`src/rtl/gate_stim_seq_if.sv`:
```
// Bundle between the gate stimulus sequencer and its gate/controller side.
// Fail-capture fields exist only when GATE_STIM_FAIL_CAPTURE_EN is defined.
interface gate_stim_seq_if #(
  parameter int ERR_W = 8
);
  logic             start;
  logic             a;
  logic             b;
  logic             y;
  logic             busy;
  logic             done;
  logic             pass;
  logic [ERR_W-1:0] err_cnt;
`ifdef GATE_STIM_FAIL_CAPTURE_EN
  logic             fail_valid;
  logic [1:0]       fail_vec;

  modport master (input start, y, output a, b, busy, done, pass, err_cnt, fail_valid, fail_vec);
  modport slave  (output start, y, input a, b, busy, done, pass, err_cnt, fail_valid, fail_vec);
`else
  modport master (input start, y, output a, b, busy, done, pass, err_cnt);
  modport slave  (output start, y, input a, b, busy, done, pass, err_cnt);
`endif
endinterface

```
`src/rtl/gate_stim_seq.sv`:
```
// Sweeps a/b through 00,01,10,11 and checks y==a&b at the end of each hold window.
// Latency: done pulses 4*HOLD_CYCLES*NUM_PASSES cycles after the start edge; no backpressure, start ignored while busy.
// Optional first-mismatch capture (fail_valid/fail_vec) under GATE_STIM_FAIL_CAPTURE_EN.
module gate_stim_seq #(
  parameter int HOLD_CYCLES = 10,
  parameter int NUM_PASSES  = 1,
  parameter int ERR_W       = 8
) (
  input logic            clk,
  input logic            rst_n,
  gate_stim_seq_if.master bus
);
  localparam int HW = $clog2(HOLD_CYCLES);
  localparam int PW = (NUM_PASSES > 1) ? $clog2(NUM_PASSES) : 1;

  typedef enum logic [1:0] {IDLE, DRIVE, DONE} state_t;

  state_t           state;
  logic [HW-1:0]    hold;
  logic [1:0]       vec;
  logic [PW-1:0]    pass_idx;
  logic             a_q, b_q, busy_q, done_q, pass_q;
  logic [ERR_W-1:0] err_q;
  logic             last_hold, mismatch, last_vec;
  logic [ERR_W-1:0] err_nxt;
  logic [1:0]       vec_nxt;

  always_comb begin
    last_hold = (hold == HW'(HOLD_CYCLES - 1));
    mismatch  = (state == DRIVE) && last_hold && (bus.y != (a_q & b_q));
    last_vec  = (vec == 2'd3) && (pass_idx == PW'(NUM_PASSES - 1));
    vec_nxt   = vec + 2'd1;
    err_nxt   = err_q;
    // Saturate so a wrapped counter can never read back as a clean run.
    if (mismatch && (err_q != {ERR_W{1'b1}}))
      err_nxt = err_q + ERR_W'(1);
  end

  always_ff @(posedge clk or negedge rst_n) begin
    if (!rst_n) begin
      state    <= IDLE;
      hold     <= '0;
      vec      <= '0;
      pass_idx <= '0;
      a_q      <= 1'b0;
      b_q      <= 1'b0;
      busy_q   <= 1'b0;
      done_q   <= 1'b0;
      pass_q   <= 1'b0;
      err_q    <= '0;
    end else begin
      case (state)
        IDLE: begin
          a_q    <= 1'b0;
          b_q    <= 1'b0;
          busy_q <= 1'b0;
          done_q <= 1'b0;
          if (bus.start) begin
            state    <= DRIVE;
            hold     <= '0;
            vec      <= '0;
            pass_idx <= '0;
            err_q    <= '0;
            pass_q   <= 1'b0;
            busy_q   <= 1'b1;
          end
        end
        DRIVE: begin
          err_q <= err_nxt;
          if (last_hold) begin
            if (last_vec) begin
              state  <= DONE;
              done_q <= 1'b1;
              pass_q <= (err_nxt == '0);
              a_q    <= 1'b0;
              b_q    <= 1'b0;
            end else begin
              hold <= '0;
              vec  <= vec_nxt;
              a_q  <= vec_nxt[1];
              b_q  <= vec_nxt[0];
              if (vec == 2'd3)
                pass_idx <= pass_idx + PW'(1);
            end
          end else begin
            hold <= hold + HW'(1);
          end
        end
        DONE: begin
          state  <= IDLE;
          done_q <= 1'b0;
          busy_q <= 1'b0;
        end
        default: state <= IDLE;
      endcase
    end
  end

  assign bus.a       = a_q;
  assign bus.b       = b_q;
  assign bus.busy    = busy_q;
  assign bus.done    = done_q;
  assign bus.pass    = pass_q;
  assign bus.err_cnt = err_q;

`ifdef GATE_STIM_FAIL_CAPTURE_EN
  logic       fail_valid_q;
  logic [1:0] fail_vec_q;

  // Only the first mismatch of a run is kept; later ones would hide the root cause.
  always_ff @(posedge clk or negedge rst_n) begin
    if (!rst_n) begin
      fail_valid_q <= 1'b0;
      fail_vec_q   <= 2'b00;
    end else if (state == IDLE && bus.start) begin
      fail_valid_q <= 1'b0;
      fail_vec_q   <= 2'b00;
    end else if (mismatch && !fail_valid_q) begin
      fail_valid_q <= 1'b1;
      fail_vec_q   <= {a_q, b_q};
    end
  end

  assign bus.fail_valid = fail_valid_q;
  assign bus.fail_vec   = fail_vec_q;
`endif
endmodule

```
`src/flat_wrapper.sv`:
```
// flat-port wrapper written by rule: the top's interface ports become plain ports
module gate_stim_seq_flat 
#(
  parameter int HOLD_CYCLES = 10,
  parameter int NUM_PASSES  = 1,
  parameter int ERR_W       = 8
)
  (clk, rst_n, bus_start, bus_y, bus_a, bus_b, bus_busy, bus_done, bus_pass, bus_err_cnt);
  gate_stim_seq_if #(.ERR_W(ERR_W)) bus_i ();
  input logic clk;
  input logic rst_n;
  input wire logic [$bits(bus_i.start)-1:0] bus_start;
  input wire logic [$bits(bus_i.y)-1:0] bus_y;
  output wire logic [$bits(bus_i.a)-1:0] bus_a;
  output wire logic [$bits(bus_i.b)-1:0] bus_b;
  output wire logic [$bits(bus_i.busy)-1:0] bus_busy;
  output wire logic [$bits(bus_i.done)-1:0] bus_done;
  output wire logic [$bits(bus_i.pass)-1:0] bus_pass;
  output wire logic [$bits(bus_i.err_cnt)-1:0] bus_err_cnt;
  assign bus_i.start = bus_start;
  assign bus_i.y = bus_y;
  assign bus_a = bus_i.a;
  assign bus_b = bus_i.b;
  assign bus_busy = bus_i.busy;
  assign bus_done = bus_i.done;
  assign bus_pass = bus_i.pass;
  assign bus_err_cnt = bus_i.err_cnt;
  gate_stim_seq #(.HOLD_CYCLES(HOLD_CYCLES), .NUM_PASSES(NUM_PASSES), .ERR_W(ERR_W)) u_core (.clk(clk), .rst_n(rst_n), .bus(bus_i));
endmodule
```
`config.mk`:
```
export PLATFORM = sky130hd
export DESIGN_NAME = gate_stim_seq_flat
export DESIGN_NICKNAME = d
export VERILOG_FILES = /design/src/rtl/gate_stim_seq_if.sv /design/src/rtl/gate_stim_seq.sv /design/src/flat_wrapper.sv
export SDC_FILE = /design/constraint.sdc
export NUM_CORES = 1
export LEC_CHECK = 0
export ABC_AREA = 0
export ABC_CLOCK_PERIOD_IN_PS = 2200
export BUFFER_PORTS_ARGS = -buffer_cell sky130_fd_sc_hd__clkbuf_2
export CELL_PAD_IN_SITES_DETAIL_PLACEMENT = 0
export CELL_PAD_IN_SITES_GLOBAL_PLACEMENT = 1
export CORE_MARGIN = 2
export CORE_UTILIZATION = 44
export DETAILED_ROUTE_END_ITERATION = 7
export PLACE_DENSITY_LB_ADDON = 0.1
export SLEW_MARGIN = 20
export SYNTH_ARGS = -nofsm -noshare
export SYNTH_HDL_FRONTEND = slang
export SYNTH_SLANG_ARGS = --single-unit
export TNS_END_PERCENT = 20
```
`constraint.sdc`:
```
create_clock -name clk -period 2.2 [get_ports clk]
set_input_delay 0.44 -clock clk [delete_from_list [all_inputs] [get_ports clk]]
set_output_delay 0.44 -clock clk [all_outputs]
set_load 0.02 [all_outputs]
```
======== Word level (Yosys, flattened, before mapping) ========
Index checks and enable logic that the tools add are counted.
Widths: inputs -> output; s select.
storage, ports and cells
  register bits ........................... 22
  input port bits ......................... 4
  output and inout bits ................... 13
  word-level logic and storage cells ...... 80
operators by class
  add/sub/neg operators ................... 4
  eq/ne operators ......................... 12
  mux-type cells .......................... 34
  bitwise operators ....................... 2
  reductions and logical operators ........ 18
operators by type and width
  kind                 number
  $mux 8               2
  $pmux 8 s2           1
  $mux 1               13
  $mux 2               6
  $mux 4               3
  $pmux 1 s2           6
  $reduce_and 3->1     3
  $add 8x1->8 const B  1
  $logic_not 8->1      1
  $ne 8x8->1 const B   1
  $pmux 2 s2           2
  $pmux 4 s2           1
  $reduce_and 4->1     2
  $ne 2x2->1 const B   3
  $reduce_bool 2->1    3
  $reduce_and 5->1     1
  $add 4x1->4 const B  1
  $eq 2x2->1 const B   2
  $eq 4x4->1 const B   1
  $logic_and 1x1->1    4
  $ne 2x1->1 const B   2
  $reduce_and 2->1     2
  $ne 3x3->1 const B   1
  $add 2x1->2 const B  1
  other kinds (7)      7

======== Depth between registers and ports, before layout ========
Gate-level depths: netlist of run 1.
  depth after elaboration ................. 9
  mapped depth ............................ 7
  depth with buffers taken out ............ 7

======== Worst setup path after synthesis of run 1 ========
Ideal clock, no wire load.
  path kind ............................... reg2reg
  start point ............................. register u_core.hold[1]
  end point ............................... register u_core.err_q[1] (netlist: u_core.bus.err_cnt[1])
  setup time .............................. 121 ps
  arrival time ............................ 1844 ps
  required time ........................... 2079 ps
  setup slack ............................. 235 ps
  stages on the path, launching flop included .. 8
  buffers on the path ..................... 0
  clock period less this slack ............ 1965 ps
  cell sequence ........................... dfrtp_1 > inv_1 > ha_1 > nand3b_4 > a211oi_1 > and2_1 > mux2_2 > a22o_1
on the way
  word-level cells in the longest chain between the ends .. 6
RTL lines
  item                             line                 RTL
  start: declaration               gate_stim_seq.sv:19  logic [HW-1:0] hold;
  start signal: assignment         gate_stim_seq.sv:86  hold <= hold + HW'(1);
  $eq 4x4->1                       gate_stim_seq.sv:29  last_hold = (hold == HW'(HOLD_CYCLES - 1));
  $logic_and 1x1->1 (2 in series)  gate_stim_seq.sv:30  mismatch = (state == DRIVE) && last_hold && (bus.y != (a_q & b_q));
  $logic_and 1x1->1                gate_stim_seq.sv:35  if (mismatch && (err_q != {ERR_W{1'b1}}))
  $mux 8                           gate_stim_seq.sv:35
  $pmux 8 s2                       gate_stim_seq.sv:52  case (state)
  end signal: assignment           gate_stim_seq.sv:69  err_q <= err_nxt;
  end: declaration                 gate_stim_seq.sv:23  logic [ERR_W-1:0] err_q;
Every way passes these cells.
A chain may end at the register's enable or synchronous reset.

======== Final worst setup path of run 1 ========
  start point ............................. register u_core.hold[1]
  end point ............................... register u_core.pass_q (netlist: u_core.bus.pass)
on the way
  word-level cells in the longest chain between the ends .. 9
  elaborated cells between the ends (all ways) .. 11
  those cells by class .................... eq/ne: 2; mux: 4; reduce/logical: 5
RTL lines
  item                             line                 RTL
  $eq 4x4->1 (*)                   gate_stim_seq.sv:29
  $logic_and 1x1->1 (2 in series)  gate_stim_seq.sv:30
  $logic_and 1x1->1                gate_stim_seq.sv:35
  $mux 8                           gate_stim_seq.sv:35
  $logic_not 8->1                  gate_stim_seq.sv:74  pass_q <= (err_nxt == '0);
  $mux 1                           gate_stim_seq.sv:71  if (last_vec) begin
  $mux 1                           gate_stim_seq.sv:70  if (last_hold) begin
  $pmux 1 s2                       gate_stim_seq.sv:52
  end signal: assignment           gate_stim_seq.sv:74
  end: declaration                 gate_stim_seq.sv:22  logic a_q, b_q, busy_q, done_q, pass_q;
Mark *: on every way between the ends. The rest lies on a longest branch, timed or not. The select of a mux whose other input is x is not followed.

==> results.md, run 1 <==
- Kind of critical path: reg -> reg
- FILL cells: 259
- Clk root buf: clkbuf_4
- PortBufs: 16
- TritonCTS clock tree: built
- Cell depth of the worst flop-to-flop path: 7
- Reg area: 550.5 um2
- Reg-to-Reg Start: u_core.hold[1]
- Final GP Congestion: 0.8735
- Bufs on Longest Clock Path: 2
- Worst hold path type: in -> async
- Placed cell areas: 1429 um2
- # rows: 19
- Via count: 1060
- Gr usage total: 18.06%
- Wire length per cell: 15.16 um
- Setup Viol. Count Final: 0
- Chip Height: 58.83 um
- CP Launch Type: flip-flop
- Fmax: 492.5 MHz
- Postcts setup bufs: 0
- Setup TNS: 0 ps
- Setup crit start: u_core.hold[1]
- Hold Vio Cnt, Final: 0
- Status: complete, but fails checks
- Number of H-tree levels: 1
- Sequential area share after synthesis: 41.63%
- IO Pins: 17
- Failing checks: design-rule violations
- Post-cts repair resize count: 0
- Vias/cell: 5.824
- RSZ-0062 raised after global routing: no
- Starting Density: 47.15%
- Grt ovf: 0
- Worst reg2reg setup slack: 170 ps
- Post-route minimum period: 2031 ps
- N_diodes: 0
- Final instance area: 1481 um2
- Post-Synthesis Net Count: 142
- Leading area contributor after synthesis: dfrtp_1
- Synth top area share: 41.63%
- Count of flip-flops with a built-in enable after synthesis: 0
- Yosys reg bits: 22
- Die area: 3460 um2
- Period utilisation layout: 92.30%
- Area contributors post-synth: dfrtp_1, a21oi_1, ha_1
- Fin cells: 182
- First-pass DRT Iterations: 6
- Commonest register cell after synthesis: dfrtp_1
- Most numerous cell in the Yosys netlist: dfrtp_1
- First-pass GRT wire length: 4.692 mm
- Starting DRT DRC Count: 44
- Slew Limit Fails: 0
- Final clock skew: 2.412 ps
- Clock sinks: 22
- Antenna violations before repair: 0
- Cell Area, Synth: 1323 um2
- Distinct cell type count after synthesis: 44
- Placed cell count: 178
- Critical Path End Type: flip-flop
- ANT nets after route: 0
- Layout Nets: 160
- PD cells: 1173 nW/um2
- CTS Hold Buffers Added: 0
- Core area: 2805 um2
- Worst-Margin Slew: 552.9 ps
- CP arrival: 2230 ps
- Total power: 0.001738 W
- Crit path max fanout: 5
- Final WL: 2.759 mm
- Vias in the first global route: 986
- Clock Latency Late Sink: 310 ps
- Area Overhead vs Synth: 12.02%
- Die W: 58.83 um
- Layout cell share with drive strength beyond 1: 20.53%
- # DRC: 2
- Critical Path Sink: u_core.bus.pass
- Top cells by count, synth: dfrtp_1, nor2_1, a21oi_1
- Clock Pin Slew Worst Setup and Hold Paths: 120 ps
- Mean post-synth cell area: 9.870 um2
- P_leak: 0.6959 nW
- Detailed Place HPWL: 2.062 mm
- Share of flip-flops with an asynchronous set or reset: 100.0%
- Post-Synthesis Cells: 134
- Slew headroom: 63.14%
- Yosys warning total: 0
- Max-cap check violation count: 0
- VDD IR max: 0.0006038 V
- Multi-input logic area: 706.9 um2
- Critical R2R Capture: u_core.bus.pass
- Worst Path Required: 2400 ps
- TritonCTS buffer count: 3
- Pin count of the biggest net entering global routing: 23
==> cell families after synthesis <==
family / count (synthesis) / share of synthesized area, %
AND/OR/NAND/NOR: 47 / 20.91
multiplexers: 2 / 1.986
AO/OA/AOI/OAI: 41 / 24.13
XOR/XNOR: 4 / 2.649
adder cells (fa/ha/maj): 4 / 3.784
flip-flops: 22 / 41.63
buffers and inverters: 14 / 4.919
==> how the worst min path moves through the flow <==
stage                     end  slack, ps  cells after the start
2_1_floorplan    u_core.bus.a        140                      0
3_3_place_gp    u_core.vec[0]        450                      1
3_5_place_dp    u_core.vec[1]        450                      1
4_1_cts        u_core.hold[1]         90                      1
5_1_grt        u_core.hold[1]        110                      1
6_report       u_core.hold[1]         90                      1
==> sequential cells by signal, indices dropped and copies added (netlist names) <==
name,cells
u_core.vec,2
u_core.bus.err_cnt,8
u_core.bus.a,1
u_core.bus.pass,1
u_core.state,2
u_core.hold,4
u_core.pass_idx,1
u_core.bus.b,1
u_core.bus.busy,1
u_core.bus.done,1
==> stage by stage <==
stage | setup WS [ps] | utilization (%) | hold slack (ps)
6_report | 169.4 | 52.81 | 90.49
3_3_place_gp | 196.9 | 50.94 | 452.0
4_1_cts | 152.0 | 52.81 | 94.78
3_5_place_dp | 189.9 | 50.94 | 454.5
2_1_floorplan | 234.8 | - | 144.4
5_1_grt | 19.27 | 52.81 | 107.1
==> cell type report <==
cell class / count / area share (%)
clock inverters: 1 / 2.027
inverters: 8 / 2.027
well taps: 31 / 2.618
clock buffers: 3 / 1.520
flip-flops and latches: 22 / 37.16
multi-input cells: 98 / 47.72
repair buffers: 19 / 6.926
==> worst max-delay path, cell delays in order, from the launching register on <==
cell and delay (ps):
dfrtp_1 410, inv_1 80, ha_1 220, nand3b_4 130, a2111oi_4 450, mux2_4 340, a31oi_1 180, o31ai_1 110
==> layer usage <==
layer	vias up	global-route usage [%]	part of all wire, %
met5	-	0	0
met4	0	6.494	0.83
met3	2	5.275	5.6
met2	36	24.13	43
met1	490	27.36	51
li1	532	-	-
==> where the power goes <==
group / internal, W / switching (W) / total (W) / leakage [nW]
Sequential: 0.000542 / 0.000171 / 0.000713 / 0.282
Clock: 0.000184 / 0.000124 / 0.000308 / 0.0279
Combinational: 0.000309 / 0.000408 / 0.000717 / 0.386
Total: 0.00104 / 0.000703 / 0.00174 / 0.696
==> layout by cell type (no fill, tap or decap), types with 2 or more instances in the layout <==
master    count
clkbuf_4      3
a31oi_1       2
nand3b_4      2
nand2_1       9
xor2_1        3
nand3_1       3
ha_1          4
o32ai_1       2
nand4_1       4
a41oi_1       3
nor2b_1       2
o21ai_0       2
a21oi_1      10
o21a_1        4
o31ai_1       4
nand2b_1      4
dfrtp_1      22
clkbuf_2     16
nor3_1        3
inv_1         8
buf_4         3
o22a_1        2
nor2_1       12
a211oi_1      2
a22o_1        2
Note: power is estimated with default switching activity, not from simulation.
==> inputs of run 2 (changes only) <==
Settings changed: CORE_ASPECT_RATIO from default to 0.75, SKIP_LAST_GASP from default to 1.
==> run 2 against run 1 <==
Maximum frequency down 0.35%. Sequential share of layout area down 0.83 points. Critical path depth unchanged. Die area up 0.13%. Combinational power up 3.9%. Count of clock-buffer cells in the layout up 1. First-iteration DRC count up 70%. Non-clock buffer count up 3. Clock power down 5%. The flow now finishes without violations. Core utilization down 0.43 points.
==> results.md, run 2 (synthesis gave the netlist of run 1 again) <==
- First-pass GRT wire length: 4.802 mm (+2.3%)
- Clock Latency Late Sink: 260 ps (-50 ps)
- Layout cell share with drive strength beyond 1: 22.08% (+1.5 points)
- IO Pins: 17 (unchanged)
- Worst hold path type: in -> async
- Area Overhead vs Synth: 14.57%
- Core area: 2893 um2 (+3.1%)
- Hold Vio Cnt, Final: 0 (unchanged)
- Critical Path Max Stage Delay: 400 ps (-50 ps)
- TritonCTS clock tree: built
- Slew Limit Fails: 0 (unchanged)
- Antenna violations before repair: 0 (unchanged)
- First-pass DRT Iterations: 4 (-2)
- FILL cells: 274 (+5.8%)
- Worst Path Required: 2360 ps (-40 ps)
- Number of H-tree levels: 1 (unchanged)
- Grt ovf: 0 (unchanged)
- Detailed Place HPWL: 2.178 mm (+5.6%)
- P_leak: 0.7129 nW (+2.4%)
- CP delay by family, top: compound AO/OA/AOI/OAI gates
- Vias/cell: 5.698 (-2.2%)
- Starting DRT DRC Count: 75 (+70%)
- VDD IR max: 0.0005097 V (-16%)
- Final GP Congestion: 0.8763 (+0.32%)
- # DRC: 0 (-2)
- Worst-Margin Slew: 574.0 ps (+21.13 ps)
- Status: finished clean
- Kind of critical path: reg -> reg
- Post-route minimum period: 2038 ps (+7.163 ps)
- Fmax: 490.7 MHz (-0.35%)
- Setup Viol. Count Final: 0 (unchanged)
- Clock sinks: 22 (unchanged)
- PortBufs: 16 (unchanged)
- Final clock skew: 5.443 ps (+3.031 ps)
- Starting Density: 45.72% (-1.4 points)
- RSZ-0062 raised after global routing: yes
- CP arrival: 2190 ps (-40 ps)
- Setup TNS: 0 ps (unchanged)
- Placed cell areas: 1460 um2 (+2.2%)
- Slowest CP cell: dfrtp_1
- Vias in the first global route: 975 (-1.1%)
- Fin cells: 192 (+5.5%)
- ANT nets after route: 0 (unchanged)
- Layout Nets: 163 (+1.9%)
- Total power: 0.001747 W (+0.51%)
- Crit path max fanout: 5 (unchanged)
- Via count: 1094 (+3.2%)
- Chip Height: 51.48 um (-12%)
- CP Launch Type: flip-flop
- Most frequent cells in the layout: dfrtp_1, clkbuf_2, nor2_1
- Max reg flops: 8 (unchanged)
- TritonCTS buffer count: 3 (unchanged)
- Gr usage total: 19.15% (+1.1 points)
- Worst path depth: 7 (unchanged)
- Wire length per cell: 15.46 um (+2.0%)
- PD cells: 1153 nW/um2 (-1.7%)
- Placed cell count: 188 (+5.6%)
- Critical Path End Type: flip-flop
- CP bufs+invs: 1 (unchanged)
- Clock Pin Slew Worst Setup and Hold Paths: 80 ps (-40 ps)
- Slew headroom: 61.73% (-1.4 points)
- Cell depth of the worst flop-to-flop path: 7 (unchanged)
- Final instance area: 1515 um2 (+2.3%)
- Post-cts repair resize count: 0 (unchanged)
- Max-cap check violation count: 0 (unchanged)
- Crit path cell chain: inv_1, ha_1, nand3b_4, a211oi_1, and2_1, mux2_2, a22o_1
- Clk root buf: clkbuf_8
- Die area: 3465 um2 (+0.13%)
- Period utilisation layout: 92.63% (+0.33 points)
- Most common cell after layout, fill and taps aside: dfrtp_1
- Bufs on Longest Clock Path: 2 (unchanged)
- Final WL: 2.969 mm (+7.6%)
- Die W: 67.31 um (+14%)
- # rows: 17 (-2)
- N_diodes: 0 (unchanged)
- Pin count of the biggest net entering global routing: 23 (unchanged)
==> run 2: cell count changes in the layout (fill, tap and decap cells not counted), sizes merged <==
cell    change
buf         +3
clkbuf      +1
bufinv      -1
==> run 2: area by class of cell <==
type                       instances  area, um2  area share, %
multi-input combinational         98      706.9          46.66
tap                               38      47.55          3.138
timing repair buffer              22      125.1          8.258
clock buffer                       4      55.05          3.633
sequential                        22      550.5          36.33
inverter                           8      30.03          1.982
==> run 2: final timing paths <==
path / startpoint / end / slack [ps]
max: u_core.hold[1] / u_core.bus.err_cnt[1] / 160
min: rst_n / u_core.bus.b / 150
max reg2reg: u_core.hold[1] / u_core.bus.err_cnt[1] / 160
min reg2reg: u_core.bus.busy / u_core.bus.busy / 490
max in group asynchronous: rst_n / u_core.bus.err_cnt[6] / 1660
min in group clk: u_core.bus.busy / u_core.bus.busy / 490
==> run 2: per-stage QoR <==
step / utilization, % / setup slack, ps / hold WS [ps]
6_report: 52.38 / 162.2 / 153.0
5_1_grt: 52.38 / -12.04 / 196.1
4_1_cts: 52.38 / 84.92 / 172.0
3_5_place_dp: 50.48 / 121.4 / 470.9
3_3_place_gp: 50.48 / 72.70 / 458.3
2_1_floorplan: - / 234.8 / 144.4
==> run 2: what timing repair did <==
item / CTS / global route
setup endpoints to repair: 0 / 2
buffers inserted: 0 / 0
hold buffers: 0 / 0
==> run 2: report_power, final <==
group	switching, W	internal (W)	leakage, nW
clock	0.000135	0.000160	0.0288
combinational	0.000421	0.000325	0.402
sequential	0.000164	0.000543	0.282
==> run 2: per-layer routing <==
layer | track usage, % | up-vias | share of wire, %
li1 | - | 540 | -
met1 | 30.28 | 512 | 53
met2 | 25.91 | 40 | 39
met3 | 4.626 | 2 | 7.1
met4 | 4.082 | 0 | 0.47
met5 | 0 | - | 0
==> inputs of run 3 (changes only) <==
Settings changed: ABC_AREA 0 to 1, CORE_UTILIZATION 44 to 42.
==> run 3 against run 2 <==
Area after synthesis decreased by 0.47%. Die area rose by 4.0%. Sequential power shrank 1%. Critical path depth is 4 higher. Via count fell by 1.8%. Synthesized cell count grew 25%. Largest power group unchanged. Clock power shrank 3%.
==> results.md, run 3 <==
- Status: finished clean
- Final clock skew: 12.25 ps (+6.804 ps)
- Routed length on met2: 1.066 mm (-9.0%)
- Post-Place Worst Slack: 461.8 ps (+340.4 ps)
- Kind of critical path: reg -> reg
- Most common cell after layout, fill and taps aside: nand2_1
- Final GP Congestion: 0.8566 (-2.2%)
- Starting Density: 44.52% (-1.2 points)
- Top cells by count, synth: nand2_1, dfrtp_1, inv_1, nand3_1, nor2_1
- Postcts setup bufs: 0 (unchanged)
- # DRC: 0 (unchanged)
- Fin cells: 224 (+17%)
- Cell Area, Synth: 1316 um2 (-0.47%)
- Worst Path Required: 2350 ps (about the same)
- CP Launch Type: flip-flop
- Layout Nets: 195 (+20%)
- P_leak: 0.7737 nW (+8.5%)
- Clk root buf: clkbuf_8
- Mean post-synth cell area: 7.882 um2 (-20%)
- Area contributors post-synth: dfrtp_1, nand2_1, nand3_1
- TritonCTS buffer count: 3 (unchanged)
- Fmax: 578.9 MHz (+18%)
- Hold Vio Cnt, Final: 0 (unchanged)
- Clock sinks: 22 (unchanged)
- Slew headroom: 60.61% (-1.1 points)
- VDD IR max: 0.0006749 V (+32%)
- Wire length per cell: 12.32 um (-20%)
- Synth top area share: 41.83% (+0.20 points)
- First-pass DRT Iterations: 4 (unchanged)
- Crit path cell chain: ha_1, nand3_1, inv_1, nand2_1, clkinv_1, nor2_4, nand2_1, o21ai_2, nor2_1, nand3_1, nand2_1
- Bufs on Longest Clock Path: 2 (unchanged)
- Gr usage total: 17.47% (-1.7 points)
- Max reg flops: 8 (unchanged)
- Most frequent cells in the layout: nand2_1, dfrtp_1, inv_1, nand3_1, clkbuf_2
- Area Overhead vs Synth: 13.02%
- Most numerous cell in the Yosys netlist: nand2_1
- Vias/cell: 4.795 (-16%)
- Starting DRT DRC Count: 48 (-36%)
- Antenna violations before repair: 0 (unchanged)
- Via count: 1074 (-1.8%)
- Period utilisation layout: 78.52% (-14 points)
- Slowest CP cell: dfrtp_1
- Grt ovf: 0 (unchanged)
- PD cells: 1262 nW/um2 (+9.5%)
- Commonest register cell after synthesis: dfrtp_1
- ANT nets after route: 0 (unchanged)
- PortBufs: 16 (unchanged)
- Worst hold path type: in -> async
- Count of flip-flops with a built-in enable after synthesis: 0 (unchanged)
- Setup Viol. Count Final: 0 (unchanged)
- Detailed Place HPWL: 2.189 mm (+0.50%)
- # rows: 17 (unchanged)
- Post-Synthesis Cells: 167 (+25%)
- RSZ-0062 raised after global routing: no
- Post-cts repair resize count: 0 (unchanged)
- Placed cell count: 220 (+17%)
- Die W: 68.64 um (+2.0%)
- Sequential area share after synthesis: 41.83% (+0.20 points)
- Critical path's most frequent cell: nand2_1
- Slew Limit Fails: 0 (unchanged)
- Vias in the first global route: 945 (-3.1%)
- Share of flip-flops with an asynchronous set or reset: 100.0% (unchanged)
- CTS Hold Buffers Added: 0 (unchanged)
- Met3 Wirelength: 72 um (-66%)
- Yosys warning total: 0 (unchanged)
- Post-Synthesis Net Count: 175 (+23%)
- Yosys reg bits: 22 (unchanged)
- Number of H-tree levels: 1 (unchanged)
- N_diodes: 0 (unchanged)
- Chip Height: 52.48 um (+1.9%)
- First-pass GRT wire length: 4.533 mm (-5.6%)
- Core area: 2957 um2 (+2.2%)
- Top layer in use: met4
- IO Pins: 17 (unchanged)
- CP arrival: 1870 ps (-320 ps)
- CP bufs+invs: 2 (+1)
- Clock Latency Late Sink: 260 ps (about the same)
- TritonCTS clock tree: built
- Pin count of the biggest net entering global routing: 23 (unchanged)
- Crit path max fanout: 5 (unchanged)
- Die area: 3602 um2 (+4.0%)
- Critical Path End Type: flip-flop
- Critical Path Max Stage Delay: 430 ps (+30 ps)
- CP delay by family, top: simple AND/OR/NAND/NOR gates
- Max-cap check violation count: 0 (unchanged)
- Setup TNS: 0 ps (unchanged)
- Final WL: 2.760 mm (-7.0%)
- Post-route minimum period: 1727 ps (-310.3 ps)
- Worst Hold Margin: 158.5 ps (+5.482 ps)
- WL met1: 1.612 mm (+2.5%)
- Layout cell share with drive strength beyond 1: 22.04% (-0.035 points)
- Leading area contributor after synthesis: dfrtp_1
- Clock Pin Slew Worst Setup and Hold Paths: 80 ps (about the same)
- Distinct cell type count after synthesis: 25 (-43%)
- Final WS setup: 472.6 ps (+310.3 ps)
- Worst-Margin Slew: 590.9 ps (+16.88 ps)
-- run 3: changes by cell type after synthesis, sizes merged, moves of 5 or more --
cell   change
a21oi     -10
o21ai      +7
nand3     +16
nand2     +49
o22ai      +5
inv       +14
-- run 3: worst paths after layout --
path,startpoint,endpoint,slack (ps),depth (start not counted)
min reg2reg,u_core.bus.busy,u_core.bus.busy,490,2
max,u_core.bus.err_cnt[0],u_core.bus.pass,470,11
max reg2reg,u_core.bus.err_cnt[0],u_core.bus.pass,470,11
min,rst_n,u_core.hold[3],160,1
max in group asynchronous,rst_n,u_core.bus.err_cnt[0],1640,1
min in group clk,u_core.bus.busy,u_core.bus.busy,490,2
-- run 3: power breakdown --
group | switching (W) | internal [W] | total, W
clock network | 0.000127 | 0.000159 | 0.000286
registers | 0.000147 | 0.000552 | 0.000699
logic | 0.000591 | 0.000302 | 0.000893
total | 0.000864 | 0.00101 | 0.00188
-- run 3: worst register-to-register path: cells and delay by family (launching register included) --
kind | cells | cell delay, ps
and+or+nand+nor | 7 | 670
DFF | 1 | 430
adders and majority gates | 1 | 250
buffers and inverters | 2 | 200
AOI/OAI and AO/OA | 1 | 70
-- run 3: logic make-up (layout without fill, tap and decap cells) --
logic type               Yosys count  after routing  synth area share [%]
XOR/XNOR                           5              5                 3.327
AND/OR/NAND/NOR                   93             93                 34.70
adder cells (fa/ha/maj)            4              4                 3.802
buffers and inverters             24             43                 7.414
flip-flops                        22             22                 41.83
AO/OA/AOI/OAI                     19             19                 8.936
-- run 3: stage by stage --
step / area, um2 / utilization, % / total power, W
CTS: 1488 / 50.32 / 0.001894
floorplan: 1316 / - / 0.001376
global placement: 1433 / 48.46 / 0.001597
detailed placement: 1433 / 48.46 / 0.001603
global route: 1488 / 50.32 / 0.002044
finish: 1488 / 50.32 / 0.001878
-- run 3: cell type report --
cell class / count / area [um2]
clock buffer: 4 / 55.05
fill: 268 / 1469
inverter: 23 / 86.33
multi-input combinational: 121 / 668.1
timing repair buffer: 16 / 80.08
tap: 38 / 47.55
sequential: 22 / 550.5
-- run 3: routing by layer --
layer | up-vias | track usage, %
met1 | 488 | 28.22
met4 | 0 | 4.000
li1 | 573 | -
met2 | 11 | 23.08
met5 | - | 0
met3 | 2 | 3.871
